$ cat src/rtl/full_adder_reg.sv
// Registered ripple-carry adder: {cout, sum} = a + b + cin, with signed overflow,
// presented one clock after the operands are accepted.

module full_adder_cell (
   input  logic a_i,
   input  logic b_i,
   input  logic c_i,
   output logic s_o,
   output logic c_o
);

   assign s_o = a_i ^ b_i ^ c_i;
   assign c_o = (a_i & b_i) | (a_i & c_i) | (b_i & c_i);

endmodule

module full_adder_reg #(
   parameter int WIDTH = 1
) (
   input  logic             clk,
   input  logic             rst,
   input  logic             in_valid,
   input  logic [WIDTH-1:0] a,
   input  logic [WIDTH-1:0] b,
   input  logic             cin,
   output logic [WIDTH-1:0] sum,
   output logic             cout,
   output logic             ovf,
   output logic             out_valid
);

   logic [WIDTH:0]   carry;
   logic [WIDTH-1:0] sum_d;
   logic             cout_d;
   logic             ovf_d;

   logic [WIDTH-1:0] sum_q;
   logic             cout_q;
   logic             ovf_q;
   logic             out_valid_q;

   assign carry[0] = cin;

   // Purely combinational chain; it must settle within one clock for every WIDTH.
   for (genvar i = 0; i < WIDTH; i++) begin : g_cell
      full_adder_cell u_cell (
         .a_i (a[i]),
         .b_i (b[i]),
         .c_i (carry[i]),
         .s_o (sum_d[i]),
         .c_o (carry[i+1])
      );
   end

   assign cout_d = carry[WIDTH];
   assign ovf_d  = carry[WIDTH] ^ carry[WIDTH-1];

   // NOTE: non-blocking assignments for all registered state so every flop samples
   // pre-edge values; reset is checked first so it wins over a concurrent in_valid.
   always_ff @(posedge clk) begin
      if (rst) begin
         sum_q       <= '0;
         cout_q      <= 1'b0;
         ovf_q       <= 1'b0;
         out_valid_q <= 1'b0;
      end else begin
         out_valid_q <= in_valid;
         if (in_valid) begin
            sum_q  <= sum_d;
            cout_q <= cout_d;
            ovf_q  <= ovf_d;
         end
      end
   end

   assign sum       = sum_q;
   assign cout      = cout_q;
   assign ovf       = ovf_q;
   assign out_valid = out_valid_q;

endmodule

$ cat config.mk
export PLATFORM = sky130hd
export DESIGN_NAME = full_adder_reg
export DESIGN_NICKNAME = d
export VERILOG_FILES = /design/src/rtl/full_adder_reg.sv
export SDC_FILE = /design/constraint.sdc
export NUM_CORES = 1
export LEC_CHECK = 0
export ABC_AREA = 1
export CORE_AREA = 5 5 42 44
export CTS_CLUSTER_SIZE = 14
export DETAILED_ROUTE_END_ITERATION = 7
export DIE_AREA = 0 0 47 49
export GPL_ROUTABILITY_DRIVEN = 0
export PLACE_DENSITY = 0.32
export SYNTH_ARGS = -nofsm -noshare
export SYNTH_HDL_FRONTEND = slang
export SYNTH_SLANG_ARGS = --single-unit
$ cat constraint.sdc
create_clock -name clk -period 1.68 [get_ports clk]
set_input_delay 0.252 -clock clk [delete_from_list [all_inputs] [get_ports clk]]
set_output_delay 0.252 -clock clk [all_outputs]
set_load 0.005 [all_outputs]
==> results of run 1 <==
-- final cells by class --
class	count	area, sq um
fillers	166	1099
multi-input cells	14	75.07
inverters	4	15.01
flip-flops and latches	4	80.08
clock buffers	3	22.52
well taps	16	20.02
repair buffers	9	90.09
-- registers in the layout (all words and copies together) (netlist names) --
name,count
cout,1
out_valid,1
ovf,1
sum,1
-- routing by layer --
layer	part of all wire (%)	wire, um
met5	0	0
met4	0	0
met3	24	89
met2	38	143
met1	38	143
-- where the power goes --
| group | internal, mW | switching (mW) | leakage (nW) |
|---|---|---|---|
| combinational | 0.0290 | 0.0177 | 0.0886 |
| sequential | 0.102 | 0.00298 | 0.0331 |
| clock | 0.0798 | 0.0382 | 0.0138 |
-- cell usage after synthesis --
cell / n / area share (%)
inv_1: 4 / 8.8
nand2_1: 7 / 15
fa_1: 1 / 12
nand3_1: 1 / 2.9
nor2_2: 1 / 3.7
dfxtp_1: 4 / 47
nor2_1: 2 / 4.4
a21oi_1: 2 / 5.9
-- metrics by stage --
stage	cell area, sq um	hold slack (ns)	power [mW]
floorplan	170.2	0.3211	0.1226
global placement	280.3	0.4576	0.1540
detailed placement	280.3	0.4636	0.1546
CTS	302.8	0.4687	0.2786
global route	302.8	0.4906	0.2911
finish	302.8	0.4684	0.2700
-- logic make-up (layout without fill, tap and decap cells) --
family          Yosys count  count (layout)  share of synthesized area [%]
buf+inv                   4              16                          8.821
fa+ha+maj                 1               1                          11.77
simple gates             11              11                          26.47
flops                     4               4                          47.06
compound gates            2               2                          5.883
-- worst reg2reg max path, delay by kind of cell (launching register included) --
family,cells,cell delay (ns)
and+or+nand+nor,3,0.22
DFF,1,0.30
buffers and inverters,1,0.03
-- how the worst min path moves through the flow --
| stage | from | end | slack, ns | cells after the start |
|---|---|---|---|---|
| finish | sum$_SDFFE_PP0P_ | sum$_SDFFE_PP0P_ | 0.47 | 2 |
| global route | sum$_SDFFE_PP0P_ | sum$_SDFFE_PP0P_ | 0.49 | 2 |
| CTS | cout$_SDFFE_PP0P_ | cout$_SDFFE_PP0P_ | 0.47 | 2 |
| detailed placement | cout$_SDFFE_PP0P_ | cout$_SDFFE_PP0P_ | 0.46 | 2 |
| global placement | cout$_SDFFE_PP0P_ | cout$_SDFFE_PP0P_ | 0.46 | 2 |
| floorplan | rst | cout$_SDFFE_PP0P_ | 0.32 | 1 |
==> flow_summary.toml, run 1 <==
[die]
rows = 14
die_h_um = 49
core_area_sq_mm = 0.001401
start_util_pct = 12.14
num_io_pins = 10
die_w_um = 47
die_area_sq_mm = 0.002303

[worst_setup_path]
path_cells = "clkdlybuf4s50_1"
cp_max_fo = 2
critPathSlowestCell = "clkdlybuf4s50_1"
r2r-start = "ovf$_SDFFE_PP0P_"
endpoint_kind = "output port"
crit_start = "ovf$_SDFFE_PP0P_"
regToRegEndpoint = "ovf$_SDFFE_PP0P_"
cp.depth = 1
critical_path_required_ns = 1.43
startpoint_type = "register"
cp.buffers_inverters = 1
cp-endpoint = "ovf"
crit_type = "register to output port"
cp.arrival_ns = 1.07
r2r_cells = 4
critical-path-top-delay-family = "buffers and inverters"
critical-path-max-stage-delay_ns = 0.51
regToRegSetupSlack_ns = 1.03

[clock_network]
cts_setup_buffers = 0
cts_root_buffer = "clkbuf_4"
clock_sinks = 4
cts-buffers-inserted = 3
cts_tree = "built"
cts_resized = 0
clk_latency_ns = 0.23
clk_path_buf_depth = 2
clk_pin_slew_ns = 0.04
postCtsHoldBufs = 0
htree_levels = 1

[sta]
relSlewSlack_pct = 89.36
finalHoldViolCount = 0
fin_setup_tns_ns = 0
period_share_pct = 78.62
finalCriticalPeriod_ns = 1.321
rsz0062_at_grt = "false"
clock_skew_ns = 0
slew_viol_final = 0
fmax_mhz = 757.1
setup_ws_ns = 0.3592
tightest_slew_ns = 0.1592
finalSetupViolations = 0

[finish]
nets = 43
area_delta_synth_final_pct = 77.94
layout-drive-gt1-share_pct = 11.76
insertedDiodeCount = 0
final_cell_mix = "9 x clkdlybuf4s50_1, 7 x nand2_1, 4 x inv_1, 4 x dfxtp_1, 3 x clkbuf_4"
final_common_cell = "clkdlybuf4s50_1"
finish.utilization_pct = 21.61
stdcell_count = 50

[logic_synthesis]
synthCells = 22
syn-num-nets = 29
yosysWarnings = 0
synth_cell_types = 8
synthesis.area_sq_um = 170.2
ys_seq_area_share_pct = 47.06
ys_seq_elements = 4
avgSynthCellArea_sq_um = 7.735

[global_routing]
gr-usage-all-layers_pct = 4.234
grt_pass1_vias = 172
grt_pass1_wl_um = 634
met2_usage_pct = 5.204
grt_max_degree = 6
grtUsageMet1_pct = 3.761
top_usage_layer = "met3"
overflow = 0
antenna_found_initial = 0
met3_usage_pct = 7.380

[route]
vias = 172
wl_per_cell_um = 7.520
vias_per_cell = 3.440
drtIter0Drc = 0
dr.pass1.iters = 1
drc = 0
ant_nets = 0
drt_wl_total_um = 376

[run]
cap_violations = 0

[hold_path]
min_path_type = "register to register"

[placed_design]
dp_cells = 47
portBuffers = 9
dp_hpwl_um = 314.9
place_ws_ns = 0.1716

[power]
leakage_nw = 0.1356
power_density_mw_per_mm2 = 891.7
vdd_drop_max_v = 0.0004245

[outcome]
status = "finished, final reports clean"
No activity file was read; power rests on OpenSTA's default activity.
==> inputs of run 2 (changes only) <==
==> constraint.sdc (replaced) <==
create_clock -name clk -period 1.35 [get_ports clk]
set_input_delay 0.2025 -clock clk [delete_from_list [all_inputs] [get_ports clk]]
set_output_delay 0.2025 -clock clk [all_outputs]
set_load 0.005 [all_outputs]
==> flow_summary.toml, run 2 (synthesized netlist as in run 1, its figures left out) <==
[outcome]
status = "finished, final reports clean"

[die]
rows = 14
die_w_um = 47
start_util_pct = 12.14
die_area_sq_mm = 0.002303
die_h_um = 49
num_io_pins = 10
core_area_sq_mm = 0.001401

[sta]
finalHoldViolCount = 0
clock_skew_ns = 0
finalSetupViolations = 0
relSlewSlack_pct = 88.65
fin_setup_tns_ns = 0
period_share_pct = 94.13
slew_viol_final = 0
tightest_slew_ns = 0.1698
rsz0062_at_grt = "false"
fmax_mhz = 786.9
finalCriticalPeriod_ns = 1.271

[route]
wl_per_cell_um = 7.667
vias_per_cell = 3.588
drt_wl_total_um = 391
vias = 183
ant_nets = 0
drc = 0
dr.pass1.iters = 4
drtIter0Drc = 4

[clock_network]
cts_setup_buffers = 0
clock_sinks = 4
cts_resized = 0
postCtsHoldBufs = 0
cts_root_buffer = "clkbuf_4"
clk_pin_slew_ns = 0.03
htree_levels = 1
cts-buffers-inserted = 3
clk_path_buf_depth = 2
cts_tree = "built"
clk_latency_ns = 0.23

[worst_setup_path]
endpoint_kind = "output port"
critical_path_required_ns = 1.15
path_cells = "clkdlybuf4s50_1"
critPathSlowestCell = "clkdlybuf4s50_1"
crit_start = "ovf$_SDFFE_PP0P_"
critical-path-max-stage-delay_ns = 0.51
cp_max_fo = 2
r2r-start = "ovf$_SDFFE_PP0P_"
cp.buffers_inverters = 1
crit_type = "register to output port"
critical-path-top-delay-family = "buffers and inverters"
cp.arrival_ns = 1.07
startpoint_type = "register"

[run]
cap_violations = 0

[finish]
insertedDiodeCount = 0
area_delta_synth_final_pct = 82.35
final_common_cell = "clkdlybuf4s50_1"
layout-drive-gt1-share_pct = 14.29
nets = 44
final_cell_mix = "9 x clkdlybuf4s50_1, 7 x nand2_1, 4 x inv_1, 4 x dfxtp_1, 3 x clkbuf_4"
num-fill-cells = 166
multi_input_area_sq_um = 75.07
seq_area_sq_um = 80.08

[global_routing]
overflow = 0
grt_max_degree = 6
antenna_found_initial = 0
grt_pass1_wl_um = 731
gr-usage-all-layers_pct = 5.004
grt_pass1_vias = 182

[power]
power_density_mw_per_mm2 = 1085
leakage_nw = 0.1404
total_power_mw = 0.3368
vdd_drop_max_v = 0.0006301

[hold_path]
min_path_type = "register to register"
holdCritStartpoint = "cout$_SDFFE_PP0P_"

[placed_design]
portBuffers = 9
dp_hpwl_um = 330.3
[run 2: changes by cell type in the layout (fill, tap and decap cells not counted), sizes merged]
cell,change
buf,+1
[run 2: metal layers]
| metal | GRT usage, % | share of wire (%) |
|---|---|---|
| met5 | 0 | 0 |
| met1 | 5.066 | 42 |
| met4 | 2.765 | 0 |
| met3 | 6.642 | 19 |
| met2 | 5.430 | 39 |
[run 2: power by group]
group          leakage (nW)  total, mW  internal, mW  switching, mW
clock network        0.0138      0.145        0.0992         0.0458
logic                0.0935     0.0612        0.0380         0.0232
registers            0.0331      0.131         0.127        0.00341
total                 0.140      0.337         0.264         0.0724
[run 2: final timing paths]
kind	end	slack (ns)	cells past startpoint
max	ovf	0.08	1
min	cout$_SDFFE_PP0P_	0.46	2
min reg2reg	cout$_SDFFE_PP0P_	0.46	2
max reg2reg	ovf$_SDFFE_PP0P_	0.69	4
[run 2: metrics by stage]
stage | utilization, % | cell area, sq um | worst slack, ns | instances | hold WS [ns]
after global routing | 22.14 | 310.3 | 0.02413 | 51 | 0.4809
after global placement | 20.54 | 287.8 | -0.1115 | 48 | 0.4573
after floorplan | - | 170.2 | 0.3936 | 22 | 0.2716
final | 22.14 | 310.3 | 0.07924 | 51 | 0.4563
after detailed placement | 20.54 | 287.8 | -0.1154 | 48 | 0.4545
after CTS | 22.14 | 310.3 | 0.06313 | 51 | 0.4602
[run 2: layout make-up]
type                       instances  area share, %
tap                               16          6.452
multi-input combinational         14          24.19
inverter                           4          4.839
timing repair buffer              10          31.45
sequential                         4          25.81
clock buffer                       3          7.258
[run 2: tightest hold or removal path, stage by stage (launching register included)]
cell,delay (ns)
dfxtp_1,0.30
nand2_1,0.06
a21oi_1,0.05
==> inputs of run 3 (changes only) <==
==> constraint.sdc (replaced) <==
create_clock -name clk -period 1.35 [get_ports clk]
set_input_delay 0.2025 -clock clk [delete_from_list [all_inputs] [get_ports clk]]
set_output_delay 0.2025 -clock clk [all_outputs]
set_load 0.02 [all_outputs]
==> flow_summary.toml, run 3 (synthesized netlist as in run 1, its figures left out) <==
[placed_design]
portBuffers = 9
place_ws_ns = -0.1154
dp_hpwl_um = 330.3

[hold_path]
min_to = "cout$_SDFFE_PP0P_"
holdCritStartpoint = "cout$_SDFFE_PP0P_"
hold_depth = 2
min_path_type = "register to register"

[route]
drc = 0
drtIter0Drc = 4
vias = 183
ant_nets = 0
dr.pass1.iters = 4
drt_wl_total_um = 393
vias_per_cell = 3.588
wl_per_cell_um = 7.706

[sta]
period_share_pct = 89.82
fmax_mhz = 824.7
finalCriticalPeriod_ns = 1.213
setup_ws_ns = 0.1374
clock_skew_ns = 0
relSlewSlack_pct = 84.56
finalSetupViolations = 0
tightest_slew_ns = 0.2312
finalHoldViolCount = 0
rsz0062_at_grt = "false"
slew_viol_final = 0
fin_setup_tns_ns = 0

[global_routing]
antenna_found_initial = 0
overflow = 0
grt_pass1_vias = 182
grt_max_degree = 6
gr-usage-all-layers_pct = 5.004
grt_pass1_wl_um = 731

[die]
core_area_sq_mm = 0.001401
num_io_pins = 10
start_util_pct = 12.14
die_area_sq_mm = 0.002303
rows = 14
die_h_um = 49
die_w_um = 47

[finish]
final_common_cell = "nand2_1"
num-fill-cells = 170
multi_input_area_sq_um = 75.07
finish.utilization_pct = 22.05
seq_area_sq_um = 80.08
area_delta_synth_final_pct = 81.62
final_cell_mix = "7 x nand2_1, 5 x clkdlybuf4s50_1, 4 x inv_1, 4 x dfxtp_1"
nets = 44
layout-drive-gt1-share_pct = 14.29
insertedDiodeCount = 0

[power]
leakage_nw = 0.1653
vdd_drop_max_v = 0.0006371
total_power_mw = 0.3411
power_density_mw_per_mm2 = 1104

[worst_setup_path]
startpoint_type = "input pin"
crit_type = "input pin to register"
regToRegSetupSlack_ns = 0.69
critical-path-max-stage-delay_ns = 0.47
path_cells = "clkdlybuf4s50_1 > fa_1 > nand2_1 > nand3_1 > nand2_1 > inv_1"
r2r-start = "ovf$_SDFFE_PP0P_"
crit_start = "a"
cp_max_fo = 3
endpoint_kind = "register"
cp.arrival_ns = 1.34
critical_path_required_ns = 1.48
critPathSlowestCell = "fa_1"
r2r_cells = 4
regToRegEndpoint = "ovf$_SDFFE_PP0P_"
crit_path_frequent_cell = "nand2_1"

[outcome]
status = "finished, final reports clean"

[clock_network]
htree_levels = 1
clock_sinks = 4
cts_root_buffer = "clkbuf_4"
cts_tree = "built"
clk_pin_slew_ns = 0.03
clk_path_buf_depth = 2
cts_setup_buffers = 0
cts-buffers-inserted = 3
clk_latency_ns = 0.23

[run]
cap_violations = 0
run 3: cell count changes in the layout (fill, tap and decap cells not counted):
cell	change
dlygate4sd2_1	+3
clkdlybuf4s50_1	-4
dlymetal6s2s_1	+1
run 3: worst max-delay path by stage:
stage / end / slack, ns / depth (start not counted)
2_1_floorplan: ovf$_SDFFE_PP0P_ / 0.39 / 5
3_3_place_gp: ovf$_SDFFE_PP0P_ / -0.11 / 6
3_5_place_dp: ovf$_SDFFE_PP0P_ / -0.12 / 6
4_1_cts: out_valid / 0.002 / 1
5_1_grt: sum$_SDFFE_PP0P_ / 0.06 / 4
6_report: ovf$_SDFFE_PP0P_ / 0.14 / 6
run 3: cell type report:
cell class / count / share of cell area [%]
multi-input combinational: 14 / 24.29
sequential: 4 / 25.91
inverter: 4 / 4.858
clock buffer: 3 / 7.287
timing repair buffer: 10 / 31.17
tap: 16 / 6.478
run 3: report_power, final:
group	internal, mW	switching (mW)	total, mW
Sequential	0.127	0.00311	0.130
Clock	0.0992	0.0458	0.145
Combinational	0.0332	0.0325	0.0657
run 3: what timing repair did:
action,in CTS,in global routing
hold buffers,0,0
endpoints found under the setup margin,3,1
gates resized for setup,3,1
endpoints found under the hold margin,0,0
run 3: worst max-delay path, delay by kind of cell:
family        cells  cell delay (ns)
fa+ha+maj         1             0.47
buf+inv           2             0.46
simple gates      3             0.21
run 3: through the flow:
step	std cells	area [sq um]	hold WS (ns)
3_5_place_dp	48	287.8	0.4545
6_report	51	309.0	0.4536
3_3_place_gp	48	287.8	0.4573
4_1_cts	51	306.5	0.4577
2_1_floorplan	22	170.2	0.2716
5_1_grt	51	309.0	0.4782
run 3: routing by layer:
layer / routed length (um) / vias up / GRT usage (%)
li1: - / 93 / -
met1: 167 / 78 / 5.066
met2: 150 / 12 / 5.430
met3: 75 / 0 / 6.642
met4: 0 / 0 / 2.765
met5: 0 / - / 0
==> RTL change 1 (config.mk and constraints of run 2) <==
Reset style: asynchronous (`rst`), changed in one clocked block.
--- a/src/rtl/full_adder_reg.sv
+++ b/src/rtl/full_adder_reg.sv
@@ -57,7 +57,7 @@
 
    // NOTE: non-blocking assignments for all registered state so every flop samples
    // pre-edge values; reset is checked first so it wins over a concurrent in_valid.
-   always_ff @(posedge clk) begin
+   always_ff @(posedge clk or posedge rst) begin
       if (rst) begin
          sum_q       <= '0;
          cout_q      <= 1'b0;
Behaviour: differs if rst is asserted again (counterexample within 4 cycles, from zero or initial values and one cycle with rst high); with rst held inactive, the same outputs for 10 cycles.
==> RTL change 1 against run 2 <==
  * Sequential cell count stayed put
  * Routed wire length rose by 6.9%
  * Clock power rose by 6%
  * Cell area grew 2.8%
  * Worst setup slack got worse by 0.013 ns
  * Area after synthesis increased by 5.1%
  * Total power rose by 8.3%
  * Die area is the same
  * Register-to-register slack gained 0.06 ns
  * Utilization is 0.63 points higher
  * Largest cell class is now sequential cells
  * Largest power group unchanged
  * Highest routed layer is now met4
==> RTL change 1: results (changes against run 2) <==
<table>
<tr><th>Metric</th><th>Value</th></tr>
<tr><th colspan="2">Synth</th></tr>
<tr><td>Number of different library cells in the post-synthesis netlist</td><td>6 (-2)</td></tr>
<tr><td>Async S/R FF share, synth</td><td>1.000 (+1.000)</td></tr>
<tr><td>Adder-cell share of the synthesized area</td><td>0.1119 (-0.005759)</td></tr>
<tr><td>Synth Flop Type</td><td>dfrtp_1</td></tr>
<tr><td>Area fraction in compound gates after synthesis</td><td>0.04895 (-0.009872)</td></tr>
<tr><td>Portion of the post-synthesis area used by sequential elements</td><td>0.5594 (+0.08885)</td></tr>
<tr><td>Synthesized net count</td><td>26 (-10%)</td></tr>
<tr><td>List of most frequent post-synthesis cells</td><td>nand2_1, dfrtp_1, inv_1</td></tr>
<tr><td>Synth top area cells</td><td>dfrtp_1, nand2_1, fa_1</td></tr>
<tr><th colspan="2">Final layout</th></tr>
<tr><td>Fraction of layout cells with a size suffix above 1</td><td>0.1563 (+0.01339)</td></tr>
<tr><td>Filler cell count in the final layout</td><td>162 (-2.4%)</td></tr>
<tr><td>Post-layout net count</td><td>41 (-6.8%)</td></tr>
<tr><th colspan="2">Setup path</th></tr>
<tr><td>Endpoint of the worst register-to-register path</td><td>cout</td></tr>
<tr><td>Startpoint of the lowest-slack register-to-register path</td><td>cout</td></tr>
<tr><td>Register-to-register path setup slack</td><td>0.75 ns (+0.06 ns)</td></tr>
<tr><td>Worst r2r path cells</td><td>2 (-2)</td></tr>
<tr><th colspan="2">Placement</th></tr>
<tr><td>HPWL reported at the end of detailed placement</td><td>350.5 µm (+6.1%)</td></tr>
<tr><th colspan="2">Drt</th></tr>
<tr><td>Drt total wl</td><td>418 µm (+6.9%)</td></tr>
<tr><td>Number of search-and-repair iterations in the first detailed-routing pass</td><td>2 (-2)</td></tr>
<tr><th colspan="2">GRT</th></tr>
<tr><td>Total routing usage reported by global routing</td><td>0.04806 (-0.001979)</td></tr>
<tr><td>Number of global-route vias before repair</td><td>174 (-4.4%)</td></tr>
<tr><th colspan="2">STA</th></tr>
<tr><td>Pin slew with the least headroom to its limit</td><td>0.1786 ns (+0.008775 ns)</td></tr>
<tr><td>Share of the clock period used by the worst path</td><td>0.9512 (+0.009873)</td></tr>
<tr><th colspan="2">Status</th></tr>
<tr><td>Status</td><td>completed</td></tr>
<tr><th colspan="2">Power and ir drop</th></tr>
<tr><td>Switching power total</td><td>0.08609 mW (+19%)</td></tr>
<tr><th colspan="2">Hold path</th></tr>
<tr><td>Class of the most critical hold timing path</td><td>in2async</td></tr>
</table>
[RTL change 1: worst min path at each step]
stage	from	end
global placement	rst	sum
floorplan	rst	cout
global route	rst	ovf
detailed placement	rst	out_valid
finish	rst	sum
CTS	rst	sum
[RTL change 1: per-stage QoR]
step | power [mW] | setup TNS (ns) | instance area, µm² | hold WS, ns | instances
2_1_floorplan | 0.1642 | 0 | 178.9 | -0.03142 | 19
3_3_place_gp | 0.2140 | -0.1129 | 296.5 | 0.4110 | 45
3_5_place_dp | 0.2154 | -0.1661 | 296.5 | 0.4037 | 45
4_1_cts | 0.3722 | 0 | 319.1 | 0.1571 | 48
5_1_grt | 0.3921 | 0 | 319.1 | 0.1894 | 48
6_report | 0.3647 | 0 | 319.1 | 0.1599 | 48
[RTL change 1: final cells by class]
cell class	instances	share of cell area
sequential	4	0.3137
tap	16	0.06275
inverter	4	0.04706
clock buffer	3	0.07059
timing repair buffer	10	0.3059
multi-input combinational	11	0.2000
[RTL change 1: power by group through the flow]
stage | registers (mW) | clock network [mW] | logic [mW]
floorplan | 0.142 | 0 | 0.0219
global placement | 0.141 | 0 | 0.0732
global route | 0.141 | 0.170 | 0.0812
detailed placement | 0.141 | 0 | 0.0740
finish | 0.139 | 0.153 | 0.0720
CTS | 0.140 | 0.158 | 0.0739
[RTL change 1: per-layer routing]
layer  part of all wire  wire length [µm]  GRT usage  vias to the layer above
li1                   -                 -          -                       81
met1               0.37               154    0.04889                       70
met2               0.43               178    0.06109                       12
met3               0.17                71    0.03690                        2
met4              0.029                12    0.04147                        0
met5                  0                 0          0                        -
==> RTL change 2 (flow settings as in run 2) <==
Without the edit above. Register the inputs `in_valid`, `a`, `b` and `cin` before use, without a reset. The logic sees them one clock later. Comments in the files are not updated.
--- a/src/rtl/full_adder_reg.sv
+++ b/src/rtl/full_adder_reg.sv
@@ -29,6 +29,18 @@
    output logic             out_valid
 );
 
+   logic in_valid_q;
+   logic [WIDTH-1:0] a_q;
+   logic [WIDTH-1:0] b_q;
+   logic cin_q;
+
+   always_ff @(posedge clk) begin
+      in_valid_q <= in_valid;
+      a_q        <= a;
+      b_q        <= b;
+      cin_q      <= cin;
+   end
+
    logic [WIDTH:0]   carry;
    logic [WIDTH-1:0] sum_d;
    logic             cout_d;
@@ -39,13 +51,13 @@
    logic             ovf_q;
    logic             out_valid_q;
 
-   assign carry[0] = cin;
+   assign carry[0] = cin_q;
 
    // Purely combinational chain; it must settle within one clock for every WIDTH.
    for (genvar i = 0; i < WIDTH; i++) begin : g_cell
       full_adder_cell u_cell (
-         .a_i (a[i]),
-         .b_i (b[i]),
+         .a_i (a_q[i]),
+         .b_i (b_q[i]),
          .c_i (carry[i]),
          .s_o (sum_d[i]),
          .c_o (carry[i+1])
@@ -64,8 +76,8 @@
          ovf_q       <= 1'b0;
          out_valid_q <= 1'b0;
       end else begin
-         out_valid_q <= in_valid;
-         if (in_valid) begin
+         out_valid_q <= in_valid_q;
+         if (in_valid_q) begin
             sum_q  <= sum_d;
             cout_q <= cout_d;
             ovf_q  <= ovf_d;
Behaviour: not the same (a bounded check fails within 4 cycles, from zero or initial values and one cycle with rst high).
==> RTL change 2 against run 2 <==
  * Area after synthesis up 47%
  * Total power up 46%
  * Worst setup slack worse by 0.016 ns
  * Sequential power up 98%
  * First-iteration DRC count down 25%
  * Largest cell class is now sequential cells
  * Clock power up 22%
  * Via count up 8.2%
  * Critical path type unchanged
  * Clock skew up 0.0050 ns
  * Sequential cell count up 4
  * Cell area up 23%
  * Routed wire length up 15%
  * Final cell count up 5.9%
  * Combinational power down 12%
==> RTL change 2: results (changes against run 2) <==
<table>
<tr><th>Metric</th><th>Value</th></tr>
<tr><th colspan="2">Status</th></tr>
<tr><td>Status</td><td>completed</td></tr>
<tr><th colspan="2">Drt</th></tr>
<tr><td>Drt total wl</td><td>451 µm (+15%)</td></tr>
<tr><td>Number of search-and-repair iterations in the first detailed-routing pass</td><td>3 (-1)</td></tr>
<tr><td>Detailed-route via count</td><td>198 (+8.2%)</td></tr>
<tr><td>Number of violations reported at the end of detailed-routing iteration 0</td><td>3 (-1)</td></tr>
<tr><th colspan="2">Setup path</th></tr>
<tr><td>Startpoint of the lowest-slack register-to-register path</td><td>a_q</td></tr>
<tr><td>Worst r2r path cells</td><td>5 (+1)</td></tr>
<tr><th colspan="2">Clock tree</th></tr>
<tr><td>Reg clk slew, reported paths</td><td>0.05 ns (+0.02 ns)</td></tr>
<tr><th colspan="2">Final layout</th></tr>
<tr><td>Signal buffers share of area</td><td>0.2353 (-0.07922)</td></tr>
<tr><td>Fraction of area in clock buffers and inverters</td><td>0.05882 (-0.01376)</td></tr>
<tr><td>Filler cell count in the final layout</td><td>153 (-7.8%)</td></tr>
<tr><td>Fraction of layout cells with a size suffix above 1</td><td>0.1053 (-0.03759)</td></tr>
<tr><td>Layout buffer count excluding clock buffers</td><td>9 (-1)</td></tr>
<tr><th colspan="2">GRT</th></tr>
<tr><td>Total routing usage reported by global routing</td><td>0.04385 (-0.006188)</td></tr>
<tr><td>First-pass GRT wire length</td><td>655 µm (-10%)</td></tr>
<tr><th colspan="2">STA</th></tr>
<tr><td>Pin slew with the least headroom to its limit</td><td>0.1825 ns (+0.01273 ns)</td></tr>
<tr><td>Clock Skews</td><td>0.004952 ns (+0.004952 ns)</td></tr>
<tr><th colspan="2">Power and ir drop</th></tr>
<tr><td>Internal power consumption</td><td>0.3881 mW (+47%)</td></tr>
<tr><td>Power per Cell Area</td><td>1282 nW/µm² (+18%)</td></tr>
<tr><td>Cell leakage power</td><td>0.1694 nW (+21%)</td></tr>
<tr><td>Peak ir drop on the vdd network</td><td>0.0004040 V (-36%)</td></tr>
<tr><th colspan="2">Hold path</th></tr>
<tr><td>Min-delay src</td><td>in_valid</td></tr>
<tr><td>Cells on Worst Hold Path</td><td>1 (-1)</td></tr>
<tr><th colspan="2">Synth</th></tr>
<tr><td>Average footprint of a synthesized cell</td><td>9.625 µm² (+24%)</td></tr>
<tr><td>Register bit total from synthesis</td><td>8 (+4)</td></tr>
<tr><td>Synth top area cells</td><td>dfxtp_1, nand2_1, fa_1</td></tr>
<tr><th colspan="2">Placement</th></tr>
<tr><td>HPWL reported at the end of detailed placement</td><td>351.4 µm (+6.4%)</td></tr>
</table>
## RTL change 2: changes by cell type in the layout (fill, tap and decap cells not counted)
cell     before  now
dfxtp_1       4    8
buf_4         1    0
## RTL change 2: path summary, 6_finish.rpt
path	to	slack, ns
worst min-delay path	in_valid_q	0.40
worst min register to register	sum	0.46
worst max register to register	ovf	0.22
worst max-delay path	ovf	0.06
## RTL change 2: per-stage QoR
stage / instance area (µm²) / setup slack [ns]
final: 382.9 / 0.06305
after global routing: 382.9 / 0.02791
after CTS: 382.9 / 0.05236
after detailed placement: 360.3 / 0.2241
after global placement: 360.3 / 0.2547
after floorplan: 250.2 / 0.2946
## RTL change 2: kinds of logic after synthesis
family | Yosys count | share of synthesized area
compound gates | 2 | 0.04000
simple gates | 11 | 0.1800
fa+ha+maj | 1 | 0.08000
flops | 8 | 0.6400
buf+inv | 4 | 0.05998
## RTL change 2: routing by layer
layer  share of wire  track usage
met5               0            0
met2            0.40      0.04977
met1            0.42      0.04900
met3            0.16      0.02214
met4           0.011      0.05530
